`config.mk`:
```
export PLATFORM = sky130hd
export DESIGN_NAME = pwm_ramp_profile
export DESIGN_NICKNAME = d
export VERILOG_FILES = /design/src/rtl/pwm_ramp_profile.sv
export SDC_FILE = /design/constraint.sdc
export NUM_CORES = 1
export LEC_CHECK = 0
export CORE_UTILIZATION = 60
export CTS_BUF_LIST = sky130_fd_sc_hd__clkbuf_16
export DETAILED_ROUTE_END_ITERATION = 12
export GPL_TIMING_DRIVEN = 0
export HOLD_SLACK_MARGIN = 0.08
export PLACE_DENSITY = 0.78
export SLEW_MARGIN = 10
export SYNTH_ARGS = -nofsm -noshare
export SYNTH_HDL_FRONTEND = slang
export SYNTH_SLANG_ARGS = --single-unit
```
`constraint.sdc`:
```
create_clock -name clk_1mhz -period 6.9 [get_ports clk_1mhz]
set_input_delay 1.38 -clock clk_1mhz [delete_from_list [all_inputs] [get_ports clk_1mhz]]
set_output_delay 1.38 -clock clk_1mhz [all_outputs]
set_load 0.005 [all_outputs]
```
`src/rtl/pwm_ramp_profile.sv`:
```
// rtl/pwm_ramp_profile.sv - PWM duty ramp generator stepping from start duty to target duty, then holding.
module pwm_ramp_profile #(
    parameter int PERIOD       = 100,
    parameter int STEP_PERIODS = 3333,
    parameter int DUTY_W       = 7
) (
    input  logic              clk_1mhz,
    input  logic              reset,
    input  logic              start,
    input  logic              abort,
    input  logic [DUTY_W-1:0] start_duty,
    input  logic [DUTY_W-1:0] end_duty,
    input  logic [DUTY_W-1:0] duty_step,
    output logic              pwm_signal,
    output logic [DUTY_W-1:0] cur_duty,
    output logic              active,
    output logic              done,
    output logic              aborted
);

    localparam int SCNT_W = (STEP_PERIODS > 1) ? $clog2(STEP_PERIODS) : 1;
    localparam logic [DUTY_W-1:0] PERIOD_D  = DUTY_W'(PERIOD);
    localparam logic [DUTY_W-1:0] PCNT_LAST = DUTY_W'(PERIOD - 1);
    localparam logic [SCNT_W-1:0] SCNT_LAST = SCNT_W'(STEP_PERIODS - 1);

    typedef enum logic [1:0] {IDLE, RAMP, HOLD} state_t;

    state_t            state, state_n;
    logic              start_prev;
    logic [DUTY_W-1:0] pcnt, pcnt_n;
    logic [SCNT_W-1:0] scnt, scnt_n;
    logic [DUTY_W-1:0] end_r, end_n;
    logic [DUTY_W-1:0] step_r, step_n;
    logic              dir_up, dir_up_n;
    logic              pwm_n;
    logic [DUTY_W-1:0] cur_n;
    logic              active_n, done_n, aborted_n;

    logic              start_edge;
    logic              do_load;
    logic [DUTY_W-1:0] s_start, s_end, s_step_c, s_step;
    logic [DUTY_W:0]   up_sum, dn_lim;
    logic [DUTY_W-1:0] stepped;
    logic [DUTY_W-1:0] pcnt_inc;

    assign start_edge = start & ~start_prev;

    // Sampled inputs are clamped to PERIOD; a zero step would stall the ramp, so it becomes 1.
    assign s_start  = (start_duty > PERIOD_D) ? PERIOD_D : start_duty;
    assign s_end    = (end_duty > PERIOD_D) ? PERIOD_D : end_duty;
    assign s_step_c = (duty_step > PERIOD_D) ? PERIOD_D : duty_step;
    assign s_step   = (s_step_c == '0) ? DUTY_W'(1) : s_step_c;

    // One extra bit keeps the step arithmetic free of wrap-around in both directions.
    assign up_sum  = {1'b0, cur_duty} + {1'b0, step_r};
    assign dn_lim  = {1'b0, end_r} + {1'b0, step_r};
    assign stepped = dir_up ? ((up_sum > {1'b0, end_r}) ? end_r : up_sum[DUTY_W-1:0])
                            : (({1'b0, cur_duty} >= dn_lim) ? (cur_duty - step_r) : end_r);

    assign pcnt_inc = (pcnt == PCNT_LAST) ? '0 : pcnt + DUTY_W'(1);

    always_ff @(posedge clk_1mhz) begin
        if (reset) begin
            state      <= IDLE;
            start_prev <= 1'b0;
            pcnt       <= '0;
            scnt       <= '0;
            end_r      <= '0;
            step_r     <= '0;
            dir_up     <= 1'b0;
            pwm_signal <= 1'b0;
            cur_duty   <= '0;
            active     <= 1'b0;
            done       <= 1'b0;
            aborted    <= 1'b0;
        end else begin
            state      <= state_n;
            start_prev <= start;
            pcnt       <= pcnt_n;
            scnt       <= scnt_n;
            end_r      <= end_n;
            step_r     <= step_n;
            dir_up     <= dir_up_n;
            pwm_signal <= pwm_n;
            cur_duty   <= cur_n;
            active     <= active_n;
            done       <= done_n;
            aborted    <= aborted_n;
        end
    end

    always_comb begin
        state_n   = state;
        pcnt_n    = pcnt;
        scnt_n    = scnt;
        end_n     = end_r;
        step_n    = step_r;
        dir_up_n  = dir_up;
        pwm_n     = 1'b0;
        cur_n     = cur_duty;
        active_n  = active;
        done_n    = done;
        aborted_n = aborted;
        do_load   = 1'b0;

        case (state)
            IDLE: begin
                if (start_edge && !abort) begin
                    do_load = 1'b1;
                end
            end
            RAMP: begin
                if (abort) begin
                    state_n   = IDLE;
                    pcnt_n    = '0;
                    scnt_n    = '0;
                    cur_n     = '0;
                    active_n  = 1'b0;
                    aborted_n = 1'b1;
                end else begin
                    pwm_n  = (pcnt < cur_duty);
                    pcnt_n = pcnt_inc;
                    if (pcnt == PCNT_LAST) begin
                        if (scnt == SCNT_LAST) begin
                            scnt_n = '0;
                            cur_n  = stepped;
                            if (stepped == end_r) begin
                                state_n  = HOLD;
                                active_n = 1'b0;
                                done_n   = 1'b1;
                            end
                        end else begin
                            scnt_n = scnt + SCNT_W'(1);
                        end
                    end
                end
            end
            HOLD: begin
                pwm_n  = (pcnt < cur_duty);
                pcnt_n = pcnt_inc;
                if (start_edge && !abort) begin
                    do_load = 1'b1;
                end
            end
            default: begin
                state_n = IDLE;
            end
        endcase

        if (do_load) begin
            cur_n     = s_start;
            end_n     = s_end;
            step_n    = s_step;
            dir_up_n  = (s_end > s_start);
            pcnt_n    = '0;
            scnt_n    = '0;
            aborted_n = 1'b0;
            if (s_start == s_end) begin
                state_n  = HOLD;
                active_n = 1'b0;
                done_n   = 1'b1;
            end else begin
                state_n  = RAMP;
                active_n = 1'b1;
                done_n   = 1'b0;
            end
        end
    end

endmodule
```
==> impl_metrics.py <==
metrics = {
    "timing": {
        "period_share": 0.5841,
        "worst_pin_slew_ns": 0.8065,
        "slew_headroom": 0.4484,
        "fin_skew_ns": 0.005332,
        "layout_setup_ws_ns": 2.870,
        "fin_hold_ws_ns": 0.4959,
        "rsz0062_at_grt": "no",
        "min_period_ns": 4.030,
        "setup_viol_count_final": 0,
        "hold_viol_final": 0,
        "maxSlewViolCount": 0,
        "tns_ns": 0,
        "max_freq_mhz": 248.1,
    },
    "critical_path": {
        "r2r_start": "cur_duty[2]",
        "worstPathRequired_ns": 7.05,
        "path_cells": "ha_1 > buf_4 > and2b_4 > a2111oi_1 > nor3_1 > xnor2_1 > ha_1 > a21o_1 > a21oi_1 > o21ai_0 > nor3_4 > nand2_1 > o32ai_1 > o21ai_1",
        "worstPathMaxFanout": 8,
        "path_common_cell": "ha_1",
        "crit_arrival_ns": 4.18,
        "criticalPathCategory": "reg2reg",
        "critPathLaunchType": "flip-flop",
        "critPathLaunch": "cur_duty[2]",
        "cp_slowest_stage_delay_ns": 0.55,
        "critPathCaptureType": "flip-flop",
        "slowest_stage": "dfxtp_1",
    },
    "clock_tree": {
        "cts.htree.levels": 2,
        "cts_buffers": 5,
        "clock-sinks": 48,
        "clock_path_buffers": 2,
        "clkTransAtPathRegs_ns": 0.07,
        "post_cts_resized": 0,
        "cts_tree": "yes",
        "post_cts_buffers": 0,
        "hold_buffers": 0,
        "worstSkewPairLatency_ns": 0.29,
        "cts_root_buffer": "clkbuf_16",
    },
    "cells_and_area": {
        "postLayoutCellArea_sq_um": 4781,
        "final-instance-count-excl-fill": 659,
        "nets": 659,
        "final_common_cell": "nor2_1",
        "mostFrequentLayoutCells": "nor2_1 (57), ha_1 (53), dfxtp_1 (48), nand2_1 (45), a21oi_1 (41)",
        "n_antenna_cell": 0,
        "final_layout_size_suffix_gt1_frac": 0.04318,
        "final_util": 0.7076,
        "area_delta_synth_final_pct": 14.16,
    },
    "routing": {
        "route.detailed.drc": 0,
        "wl_microns": 11350,
        "ant_nets": 0,
        "vias_per_cell": 6.165,
        "dr_total_vias": 4063,
        "route.detailed.wl_per_inst_microns": 17.22,
        "drt_pass1_iterations": 5,
        "drt-initial-drc-count": 281,
    },
    "global_routing": {
        "grt_remaining_overflow": 0,
        "grt_pass1_wl_microns": 18350,
        "first_global_vias": 3862,
        "antenna_found_initial": 0,
        "gr-usage-all-layers": 0.3211,
        "grt_max_degree": 16,
    },
    "pwr": {
        "finalPower_uw": 862.2,
        "p_leak_nw": 1.937,
        "vdd_drop_max_mv": 0.1581,
        "powerDensity_nw_per_um2": 180.3,
    },
    "status": {
        "outcome": "finished clean",
    },
    "placed_design": {
        "dpl.hpwl_microns": 9003,
        "dp_slack_ns": 2.951,
        "port_buffers": 35,
        "gp_congestion": 0.9199,
        "dp.cells": 651,
        "placed_area_sq_um": 4638,
    },
    "synthesis": {
        "netlist_instances": 536,
        "ys_seq_area_frac": 0.2295,
        "synthAdderAreaFrac": 0.1727,
        "avgSynthCellArea_sq_um": 7.813,
        "synth_edf_count": 0,
        "synthesis.area_sq_um": 4188,
        "muxShareOfSynthArea": 0.03466,
        "synth_top_family_by_area": "simple AND/OR/NAND/NOR gates",
        "ys_seq_elements": 48,
        "async_flop_share": 0,
        "synth-main-ff-cell": "dfxtp_1",
        "synth_fp_nets": 617,
        "ys_types": 62,
        "synthXorXnorAreaFrac": 0.07111,
        "yosys_warnings": 0,
        "synth_simple_gate_area_frac": 0.2250,
        "synth_compound_area_frac": 0.2142,
    },
    "die": {
        "fp.dieW_microns": 85.55,
        "start_util": 0.6198,
        "dieArea_sq_um": 7318,
        "rows": 30,
        "design.core.area_sq_um": 6756,
        "fp.dieH_microns": 85.55,
        "ios": 36,
    },
    "worst_hold_path": {
        "hold_start": "aborted",
        "hp-class": "reg2reg",
    },
    "run": {
        "drv_cap": 0,
    },
}
-- kinds of logic (layout without fill, tap and decap cells) --
logic type               Yosys count  after routing
AND/OR/NAND/NOR                  187            187
AO/OA/AOI/OAI                    141            141
adder cells (fa/ha/maj)           56             56
buffers and inverters             56             99
flip-flops                        48             48
XOR/XNOR                          34             34
multiplexers                      14             14
-- final timing paths --
| check | end | depth (start not counted) | slack, ns |
|---|---|---|---|
| min reg2reg | aborted | 2 | 0.50 |
| max reg2reg | done | 14 | 2.87 |
| max | done | 14 | 2.87 |
| min | aborted | 2 | 0.50 |
-- cell type report --
class / count / area (sq um)
repair buffers: 35 / 350.3
fillers: 587 / 1976
clock buffers: 5 / 125.1
clock inverters: 3 / 17.52
multi-input cells: 432 / 3005
flip-flops and latches: 48 / 960.9
well taps: 80 / 100.1
plain buffers: 23 / 97.59
inverters: 33 / 123.9
-- report_power, final --
group	switching, mW	leakage (nW)	internal (mW)	total, mW
Combinational	0.175	1.48	0.137	0.312
Clock	0.112	0.0716	0.134	0.246
Sequential	0.0170	0.389	0.287	0.304
-- worst max-delay path: cells and delay by family (launching register included) --
family                   cells  cell delay (ns)
AO/OA/AOI/OAI                6             1.43
AND/OR/NAND/NOR              4             0.86
adder cells (fa/ha/maj)      2             0.60
flip-flops                   1             0.55
XOR/XNOR                     1             0.28
buffers and inverters        1             0.16
-- registers in the layout, indices dropped and copies added (netlist names), 2 cells and up --
name and flops:
pcnt 7, state 2, end_r 7, cur_duty 7
scnt 12, step_r 7
-- cells in the mapped netlist, types with 11 or more instances --
| library cell | instances | share of area |
|---|---|---|
| xnor2_1 | 17 | 0.036 |
| nand2_1 | 45 | 0.040 |
| nor3_1 | 11 | 0.013 |
| xor2_1 | 17 | 0.036 |
| nor2_1 | 57 | 0.051 |
| inv_1 | 33 | 0.030 |
| clkbuf_1 | 16 | 0.014 |
| nor2b_1 | 12 | 0.018 |
| a21oi_1 | 41 | 0.049 |
| o21ai_0 | 32 | 0.038 |
| ha_1 | 53 | 0.16 |
| dfxtp_1 | 48 | 0.23 |
-- routing by layer --
metal	vias to the layer above	global-route usage	routed length, microns	part of all wire
li1	1996	-	-	-
met1	1889	0.4410	5198	0.46
met2	166	0.5389	5351	0.47
met3	12	0.03272	661	0.058
met4	0	0.08788	134	0.012
met5	-	0	0	0
Note: power is estimated with default switching activity, not from simulation.
==> RTL change 1, RTL diff (config.mk and constraints unchanged) <==
The parameter `STEP_PERIODS` goes from 3333 to 6666.
--- a/src/rtl/pwm_ramp_profile.sv
+++ b/src/rtl/pwm_ramp_profile.sv
@@ -3,3 +3,3 @@
     parameter int PERIOD       = 100,
-    parameter int STEP_PERIODS = 3333,
+    parameter int STEP_PERIODS = 6666,
     parameter int DUTY_W       = 7
Function: no difference found for any inputs over 10 cycles, from zero or initial values and one cycle with reset high; that may be too few to reach the edited logic, so the function may still have changed.
==> RTL change 1 against the original RTL <==
Wire length decreased by 0.63%. Sequential cell count increased by 1. Non-clock buffer count decreased by 4. Largest cell class unchanged. Worst setup slack got worse by 31 ps. Total power increased by 13%. Final area increased by 2.3%. Area after synthesis increased by 1.5%.
==> RTL change 1: results (changes against the original RTL) <==
metric	value	unit	change
Area after DPL	4720	µm²	+1.8%
most common library cells after synthesis	59 x nor2_1, 53 x ha_1, 49 x dfxtp_1, 38 x inv_1, 38 x nand2_1		
min-delay src	scnt[11]		
gr usage total	32.1	%	-0.044 points
vias in the first global route	3884		+0.57%
Nets	647		-1.8%
Layout Skew	4.91	ps	-0.424 ps
Largest register FFs	13		+1
Placer Congestion	0.973		+5.7%
routed via count	3954		-2.7%
total nets after synthesis	605		-1.9%
Seq/Total Area, Yosys	23.1	%	+0.13 points
synth unique cells	67		+8.1%
WL/cell	17.0	µm	-1.2%
Post-Layout Cell Count	663		+0.61%
status	complete, no violations		
CP max stage delay	440	ps	-110 ps
first-pass GRT wire length	18.6	mm	+1.4%
number of DRC markers in iteration 0	222		-21%
Arrival @ worst endpoint	4240	ps	+60 ps
Worst Tran Pin Value	628	ps	-179 ps
Avg Cell Area, Syn	8.11	µm²	+3.8%
HPWL Detailed	9.00	mm	about the same
peak supply drop	0.000150	V	-5.1%
ranking of synthesized cells by area	dfxtp_1 23%, ha_1 16%, nor2_1 5.2%		
share of cells above drive strength 1	4.94	%	+0.62 points
Worst path slowest cell	a31oi_1		
RR Startpoint	cur_duty[4]		
==> RTL change 1: cell count changes after synthesis, moves of 4 or more <==
cell      unedited run  this run
a21oi_1             41        34
o21ai_0             32        25
nor3b_1              6         0
inv_1               33        38
nand2_1             45        38
o21a_1               7        12
and3_1               6         1
clkbuf_1            16        12
mux2i_1             10        15
==> RTL change 1: layout make-up <==
type | count | area, µm²
clock buffer | 5 | 125
clock inverter | 3 | 42.5
tap | 96 | 120
timing repair buffer | 35 | 350
buffer | 19 | 96.3
sequential | 49 | 981
fill | 553 | 1940
inverter | 38 | 143
multi-input combinational | 418 | 3030
==> RTL change 1: logic make-up after synthesis <==
logic type / share of synthesized area, %
fa+ha+maj: 17.2
flops: 23.1
mux: 5.91
simple gates: 20.2
buf+inv: 5.62
compound gates: 19.9
xor+xnor: 8.00
==> RTL change 1: routing by layer <==
layer  GRT usage (%)  routed length, µm
met1            39.0               4830
met2            56.3               5520
met3            4.67                516
met4            13.8                410
met5               0                  0
==> RTL change 1: power by group through the flow <==
stage | logic (mW) | registers [mW] | clock network, mW
2_1_floorplan | 0.280 | 0.312 | 0
3_3_place_gp | 0.370 | 0.319 | 0
3_5_place_dp | 0.377 | 0.319 | 0
4_1_cts | 0.381 | 0.313 | 0.278
5_1_grt | 0.422 | 0.314 | 0.290
6_report | 0.386 | 0.313 | 0.275
==> RTL change 1: worst reg2reg max path: cells and delay by family (launching register included) <==
family | cells | cell delay, ps
AO/OA/AOI/OAI | 5 | 1520
AND/OR/NAND/NOR | 4 | 470
flip-flops | 1 | 400
XOR/XNOR | 1 | 320
buffers and inverters | 2 | 280
adder cells (fa/ha/maj) | 2 | 640
multiplexers | 1 | 320
==> RTL change 1: final timing paths <==
kind | endpoint | slack (ps) | cells after the start
min | scnt[11] | 470 | 2
max | state[1] | 2840 | 15
max reg2reg | state[1] | 2840 | 15
min reg2reg | scnt[11] | 470 | 2
==> RTL change 2, RTL diff (same flow settings) <==
Without the edit above. Encoding of `state_t`: now one-hot (3 bits for 3 states).
--- a/src/rtl/pwm_ramp_profile.sv
+++ b/src/rtl/pwm_ramp_profile.sv
@@ -25,3 +25,3 @@
 
-    typedef enum logic [1:0] {IDLE, RAMP, HOLD} state_t;
+    typedef enum logic [2:0] {IDLE = 3'b001, RAMP = 3'b010, HOLD = 3'b100} state_t;
 
Function: no difference found for any inputs over 10 cycles, from zero or initial values and one cycle with reset high; not proved beyond that.
==> RTL change 2 against the original RTL <==
Count of clock-buffer cells in the layout stayed put. Sequential cell count is 1 higher. Worst setup slack better by 53 ps. Area after synthesis is 0.15% higher. Total power is 2.8% higher. Wire length is 0.27% lower. Final area is 0.10% higher. Critical endpoint is now cur_duty[4].
==> RTL change 2: results (changes against the original RTL) <==
metric	value	unit	change
worst reg2reg path depth	15		+1
Seq/Total Area, Yosys	23.4	%	+0.44 points
status	complete, no violations		
synth unique cells	68		+9.7%
Layout Skew	7.80	ps	+2.47 ps
met1 Use GR	47.6	%	+3.5 points
HPWL Detailed	8.96	mm	-0.52%
total nets after synthesis	607		-1.6%
post-synthesis adder-cell area fraction	16.3	%	-0.92 points
Placed Cells incl. Taps	643		-1.2%
Leakage	1.94	nW	+0.35%
crit path max fanout	10		+2
Synth Area in XOR/XNOR	7.52	%	+0.41 points
largest net degree at the start of global routing	18		+2
Compound-Gate Fraction of Synth Area	20.9	%	-0.54 points
Clock power frac	29.3	%	+0.8 points
met2 Track Usage GR	50.2	%	-3.7 points
RR Startpoint	cur_duty[4]		
vias in the first global route	3693		-4.4%
first-pass GRT wire length	18.5	mm	+0.98%
Crit. Startpoint	cur_duty[4]		
Placer Congestion	0.982		+6.7%
most common library cells after synthesis	56 x nor2_1, 50 x ha_1, 49 x dfxtp_1, 44 x nand2_1, 43 x a21oi_1		
Tmin final	3980	ps	-53.0 ps
Post-Layout Cell Count	651		-1.2%
peak supply drop	0.000156	V	-1.2%
share of cells above drive strength 1	5.08	%	+0.76 points
I/O Buffers	34		-2.9%
Area after DPL	4630	µm²	about the same
Avg Cell Area, Syn	7.93	µm²	+1.5%
gr usage total	32.4	%	+0.31 points
Worst Tran Pin Value	658	ps	-149 ps
FILL cells	580		-1.2%
Worst setup endpoint	cur_duty[4]		
Sw Ratio	35.2	%	about the same
[RTL change 2: cell types whose count changed after synthesis, moves of 4 or more]
cell / unedited run / this run
a22oi_1: 5 / 1
clkbuf_1: 16 / 12
inv_1: 33 / 29
nand3_1: 7 / 18
nor3_1: 11 / 15
nor3b_1: 6 / 0
[RTL change 2: worst max-delay path, stage by stage (launching register included)]
cell	delay [ps]
dfxtp_1	420
ha_1	350
buf_4	170
nor2_1	70
a221oi_1	330
nand2_1	130
xnor2_1	350
ha_1	320
a21o_1	160
a21oi_1	180
a21oi_1	90
a21oi_1	300
nand2_1	260
mux2_2	300
a32oi_1	100
a311oi_1	340
[RTL change 2: layout make-up]
class	count	area (µm²)	area share, %
clock buffer	5	125	2.61
timing repair buffer	34	340	7.11
tap	80	100	2.09
buffer	20	106	2.22
clock inverter	3	26.3	0.549
multi-input combinational	429	2990	62.4
inverter	31	119	2.48
sequential	49	981	20.5
